--- config.mk ---
export PLATFORM = sky130hd
export DESIGN_NAME = serial_subtractor
export DESIGN_NICKNAME = d
export VERILOG_FILES = /design/src/rtl/serial_subtractor.sv
export SDC_FILE = /design/constraint.sdc
export NUM_CORES = 1
export LEC_CHECK = 0
export ABC_AREA = 1
export BUFFER_PORTS_ARGS = -buffer_cell sky130_fd_sc_hd__buf_2
export CELL_PAD_IN_SITES_DETAIL_PLACEMENT = 1
export CELL_PAD_IN_SITES_GLOBAL_PLACEMENT = 1
export CORE_ASPECT_RATIO = 0.6
export CORE_MARGIN = 2
export CORE_UTILIZATION = 38
export CTS_CLUSTER_SIZE = 12
export DETAILED_ROUTE_END_ITERATION = 10
export GPL_ROUTABILITY_DRIVEN = 0
export PLACE_DENSITY_LB_ADDON = 0.1
export SYNTH_ARGS = -nofsm -noshare
export SYNTH_HDL_FRONTEND = slang
export SYNTH_SLANG_ARGS = --single-unit
--- constraint.sdc ---
create_clock -name clk -period 1.65 [get_ports clk]
set_input_delay 0.165 -clock clk [delete_from_list [all_inputs] [get_ports clk]]
set_output_delay 0.165 -clock clk [all_outputs]
set_load 0.02 [all_outputs]
--- src/rtl/serial_subtractor.sv ---
// Bit-serial LSB-first two's-complement subtractor: diff = a - b over WIDTH cycles.
// Optional signed-overflow output enabled by SERIAL_SUBTRACTOR_OVERFLOW_EN.
module serial_subtractor #(
    parameter int unsigned WIDTH = 8,
    parameter int unsigned CNT_W = $clog2(WIDTH + 1)
) (
    input  logic             clk,
    input  logic             rst_n,
    input  logic             start,
    input  logic [WIDTH-1:0] a,
    input  logic [WIDTH-1:0] b,
    output logic             busy,
    output logic             done,
    output logic [WIDTH-1:0] diff,
    output logic             borrow_out
`ifdef SERIAL_SUBTRACTOR_OVERFLOW_EN
    ,
    output logic             overflow
`endif
);

    localparam int unsigned RW = WIDTH - 1;

    typedef enum logic [1:0] {
        IDLE = 2'd0,
        RUN  = 2'd1,
        DONE = 2'd2
    } state_t;

    state_t           state;
    state_t           state_next;
    logic [WIDTH-1:0] a_sr;
    logic [WIDTH-1:0] b_sr;
    logic [RW-1:0]    res_sr;
    logic             bor;
    logic [CNT_W-1:0] cnt;
    logic             d_c;
    logic             bor_next_c;
    logic             last_c;
`ifdef SERIAL_SUBTRACTOR_OVERFLOW_EN
    logic             a_msb;
    logic             b_msb;
`endif

    // State register
    always_ff @(posedge clk) begin
        if (!rst_n) begin
            state <= IDLE;
        end else begin
            state <= state_next;
        end
    end

    // Full-subtractor cell and next-state decode
    always_comb begin
        state_next = state;
        d_c        = a_sr[0] ^ b_sr[0] ^ bor;
        bor_next_c = (~a_sr[0] & b_sr[0]) | (~(a_sr[0] ^ b_sr[0]) & bor);
        last_c     = (cnt == CNT_W'(WIDTH - 1));
        case (state)
            IDLE:    if (start) state_next = RUN;
            RUN:     if (last_c) state_next = DONE;
            DONE:    state_next = IDLE;
            default: state_next = IDLE;
        endcase
    end

    // Datapath and registered outputs; result only lands in diff on the final bit
    always_ff @(posedge clk) begin
        if (!rst_n) begin
            a_sr       <= '0;
            b_sr       <= '0;
            res_sr     <= '0;
            bor        <= 1'b0;
            cnt        <= '0;
            busy       <= 1'b0;
            done       <= 1'b0;
            diff       <= '0;
            borrow_out <= 1'b0;
`ifdef SERIAL_SUBTRACTOR_OVERFLOW_EN
            a_msb      <= 1'b0;
            b_msb      <= 1'b0;
            overflow   <= 1'b0;
`endif
        end else begin
            busy <= (state_next == RUN);
            done <= (state_next == DONE);
            case (state)
                IDLE: begin
                    if (start) begin
                        a_sr <= a;
                        b_sr <= b;
                        bor  <= 1'b0;
                        cnt  <= '0;
`ifdef SERIAL_SUBTRACTOR_OVERFLOW_EN
                        a_msb <= a[WIDTH-1];
                        b_msb <= b[WIDTH-1];
`endif
                    end
                end
                RUN: begin
                    a_sr   <= a_sr >> 1;
                    b_sr   <= b_sr >> 1;
                    res_sr <= RW'({d_c, res_sr} >> 1);
                    bor    <= bor_next_c;
                    cnt    <= cnt + CNT_W'(1);
                    if (last_c) begin
                        diff       <= {d_c, res_sr};
                        borrow_out <= bor_next_c;
`ifdef SERIAL_SUBTRACTOR_OVERFLOW_EN
                        overflow   <= (a_msb != b_msb) && (d_c != a_msb);
`endif
                    end
                end
                default: ;
            endcase
        end
    end

endmodule

Word-level counts from Yosys, hierarchy flattened
Cells that the tools add are included.
{"block": "classes", "n_reduce_logical": 4, "bitwise": 7, "multipliers": 0, "n_eq_ne": 5, "div": 0, "magnitude_cmp": 0, "n_mux": 11, "shift": 0, "addsub": 1}
{"op": "$pmux W8 S2", "count": 2}
{"op": "$mux W8", "count": 2}
{"op": "$pmux W4 S2", "count": 1}
{"op": "$add A4 B1 Y4 const B", "count": 1}
{"op": "$eq A2 B1 Y1 const B", "count": 2}
{"op": "$eq A4 B3 Y1 const B", "count": 1}
{"op": "$mux W2", "count": 2}
{"op": "$mux W4", "count": 1}
{"op": "$pmux W2 S2", "count": 1}
{"op": "$reduce_and A2 Y1", "count": 2}
{"op": "$and A1 B1 Y1", "count": 2}
{"op": "$eq A2 B2 Y1 const B", "count": 1}
{"op": "$logic_not A2 Y1", "count": 1}
{"op": "$ne A2 B2 Y1 const B", "count": 1}
{"op": "$not A1 Y1", "count": 2}
{"op": "$pmux W1 S2", "count": 1}
{"op": "$reduce_bool A2 Y1", "count": 1}
{"op": "$xor A1 B1 Y1", "count": 2}
{"op": "$mux W1", "count": 1}
{"op": "$or A1 B1 Y1", "count": 1}
{"block": "word_totals", "regBits": 41, "romBits": 0, "out_inout_bits": 11, "ram_bits": 0, "wordCells": 38, "n_memories": 0, "inputBits": 19, "latch_bits": 0}

Depth between registers and ports, before layout
{"block": "depth", "word_depth": 5, "ltp_mapped": 7, "ltp_nobuf": 6}

Worst setup path before layout
No wires, ideal clock.
{"block": "synth_path", "path_type": "register to register", "start": "register cnt[0]", "end": "register diff[1]", "setup_time_ns": 0.071, "setup_slack_ns": 0.444, "period_less_slack_ns": 1.206, "arrival_time_ns": 1.136, "n_path_buf": 1, "stages_incl_launch_ff": 8, "t_required_ns": 1.579, "cell_sequence": "dfxtp_1 ha_1 nand2_1 nor2_1 nand2_1 clkbuf_1 nand2_1 a21oi_1"}
{"block": "synth_via", "elab_chain_len": 2}
{"item": "start: declaration", "line": "36", "text": "logic [CNT_W-1:0] cnt;"}
{"item": "start signal: assignment", "line": "106", "text": "cnt <= cnt + CNT_W'(1);"}
{"item": "$eq A4 B3 Y1", "line": "59", "text": "last_c = (cnt == CNT_W'(WIDTH - 1));"}
{"item": "$reduce_and A2 Y1 (no source line)"}
{"item": "end signal: assignment", "line": "108", "text": "diff <= {d_c, res_sr};"}
{"item": "end: declaration", "line": "14", "text": "output logic [WIDTH-1:0] diff,"}
No other way between the ends.
A chain may end at the register's enable or synchronous reset.

Worst setup path after layout
{"block": "layout_path", "start": "register state[0]", "end": "register diff[3]"}
{"block": "layout_via", "elab_chain_len": 2}
{"item": "start: declaration", "line": "30", "text": "state_t state;"}
{"item": "start signal: assignment", "line": "50", "text": "state <= state_next;"}
{"item": "$eq A2 B1 Y1", "line": "88", "text": "case (state)"}
{"item": "$reduce_and A2 Y1 (no source line)"}
No other way between the ends.

==> flow_summary.ini <==
[cts]
tritoncts = done
cts_sinks = 41
cts.repair.resized = 0
clock_latency_ns = 0.29
post-cts-setup-buffers = 0
cts_root_buf = clkbuf_8
cts_buffer_depth = 2
clk_pin_slew_ns = 0.07
ctsHtreeMaxLevel = 2
cts_made_buffers = 5
hold_buffers = 0

[critical_path]
cp.arrival_ns = 1.51
r2r-end = diff[3]
critical_path.max_fanout = 11
path_cells = inv_2 -> nor2_4 -> nand2_1 -> nand2_1 -> a21oi_1
path_delay_family = simple AND/OR/NAND/NOR gates
rrSetupSlack_ns = 0.31
worstSetupPathType = flop to flop
reg2reg_depth = 5
critPathCaptureType = flop
required_ns = 1.82
critPathMaxStageDelay_ns = 0.41
r2r-start = state[0]
path_buf_inv = 1
startpoint_type = flop
cpMaxStageDelayCell = dfxtp_1
crit_top_cell = nand2_1

[placed_design]
hpwl_um = 3012
io_buffers = 29

[logic_synthesis]
synth_area_sq_mm = 0.001722
syn-num-nets = 270
yosysMostFrequentCell = nand2_1
syn_area_per_cell_sq_um = 6.914
yosys_most_used_dff = dfxtp_1
ys_seq_area_frac = 0.4767
yosys_warnings = 0
synth.distinct_cells = 18
synthTopCellsByArea = dfxtp_1 48%, nand2_1 14%, nor2_1 10%
synth-seq-cells = 41
synth_common_cells = 66 x nand2_1, 46 x nor2_1, 41 x dfxtp_1
yosys.area.top_type = dfxtp_1
synth_top_area_frac = 0.4767
synthCells = 249
synth_edf_count = 0
async_flop_share = 0

[die]
core_area_sq_mm = 0.004234
die_x_um = 90.90
dieHeight_um = 56.14
boundaryPins = 30
rows = 18
initial_utilization = 0.4066
die_area_sq_mm = 0.005103

[global_routing]
antenna_found_initial = 0
grt_overflow = 0
grt_max_degree = 24
grt_pass1_vias = 1517
grt_pass1_wl_um = 7176
grt_usage = 0.1785

[sta]
tightest_slew_ns = 0.3751
rsz0062_at_grt = no
hold_violations = 0
setup_viol = 0
tns_ns = 0
slew_headroom = 0.7493
drv_slew = 0
fin_crit_ns = 1.338
finalCritPeriodShare = 0.8107
clock_skew_ns = 0.007182
fmax_ghz = 0.7476

[route]
drt-total-wl_um = 4123
drc_errors = 0
wl_per_cell_um = 12.09
drtIter0Drc = 13
vias_per_cell = 4.510
first_pass_iters = 4
antenna_left = 0
dr_total_vias = 1538

[min_path]
hold_path.startpoint = a[7]
min_to = a_sr[7]
hold_class = input pin to flop
holdPathStages = 3

[cells_and_area]
syn_to_final_growth_pct = 21.22
antennaDiodeCount = 0
nets = 301
final_layout_size_suffix_gt1_frac = 0.1744

[pwr]
ir_drop_v = 0.0004542
power.leakage_nw = 0.9159
p_total_mw = 2.189
powerDensity_mw_per_mm2 = 1049

[outcome]
status = finished, final reports clean

[run]
cap_violations = 0
-- cell families (layout without fill, tap and decap cells) --
| group | count (synthesis) | in the layout | synth area share |
|---|---|---|---|
| buffers and inverters | 35 | 67 | 0.08357 |
| and+or+nand+nor | 145 | 145 | 0.3452 |
| adders and majority gates | 2 | 2 | 0.01889 |
| DFF | 41 | 41 | 0.4767 |
| AOI/OAI and AO/OA | 26 | 26 | 0.07558 |
-- area by class of cell --
| cell class | instances | area (sq um) |
|---|---|---|
| fillers | 586 | 2147 |
| flip-flops and latches | 41 | 820.8 |
| multi-input cells | 173 | 757.0 |
| repair buffers | 37 | 217.7 |
| inverters | 22 | 82.58 |
| well taps | 60 | 75.07 |
| clock buffers | 5 | 68.82 |
| clock inverters | 3 | 65.06 |
-- worst max-delay path by stage --
stage | startpoint | endpoint | cells after the start
global route | cnt[0] | diff[6] | 6
CTS | state[0] | diff[3] | 5
global placement | state[0] | diff[3] | 5
detailed placement | state[0] | diff[3] | 5
floorplan | cnt[0] | diff[1] | 7
finish | state[0] | diff[3] | 5
-- worst register-to-register path, delay by kind of cell, from the launching register on --
kind / cells / cell delay (ns)
buffers and inverters: 1 / 0.06
DFF: 1 / 0.41
AOI/OAI and AO/OA: 1 / 0.07
and+or+nand+nor: 3 / 0.69
-- power by group --
part	internal, mW	switching (mW)	total, mW
sequential	1.02	0.0200	1.04
clock	0.601	0.347	0.948
combinational	0.0752	0.125	0.200
total	1.70	0.492	2.19
-- layer usage --
layer | share of wire | vias up | GRT usage | routed length [um]
met5 | 0 | - | 0 | 0
met4 | 0.0092 | 0 | 0.04545 | 38
met3 | 0.039 | 6 | 0.04607 | 162
met2 | 0.39 | 24 | 0.2527 | 1619
met1 | 0.56 | 674 | 0.2678 | 2303
li1 | - | 834 | - | -
-- state kept, by name (all words and copies together) (netlist names) --
signal	flops
busy	1
b_sr	8
res_sr	7
a_sr	8
cnt	4
borrow_out	1
done	1
bor	1
diff	8
state	2
-- layout by cell type, fill, tap and decap left out --
cell	synthesis	layout
nand2_1	66	66
clkinv_1	1	1
inv_1	20	20
nor2_4	1	1
ha_1	1	1
bufinv_16	0	2
a21oi_1	24	24
nand3_1	30	30
nor2_1	46	46
inv_2	1	1
o21ai_0	2	2
clkbuf_8	0	5
fa_1	1	1
dfxtp_1	41	41
buf_12	0	1
buf_4	1	7
buf_2	6	29
nand2_2	2	2
clkinv_2	0	1
-- stage by stage --
stage               utilization  std cells  hold WS [ns]  setup WS, ns  cell area [sq um]
finish                   0.4929        341        0.1188        0.3124               2087
global route             0.4929        341        0.1276        0.1429               2087
CTS                      0.4929        341        0.1110        0.2806               2087
detailed placement       0.4613        333        0.4269        0.2999               1953
global placement         0.4613        333        0.4244        0.3568               1953
floorplan                     -        249        0.2626        0.4437               1722
No activity file was read; power rests on OpenSTA's default activity.
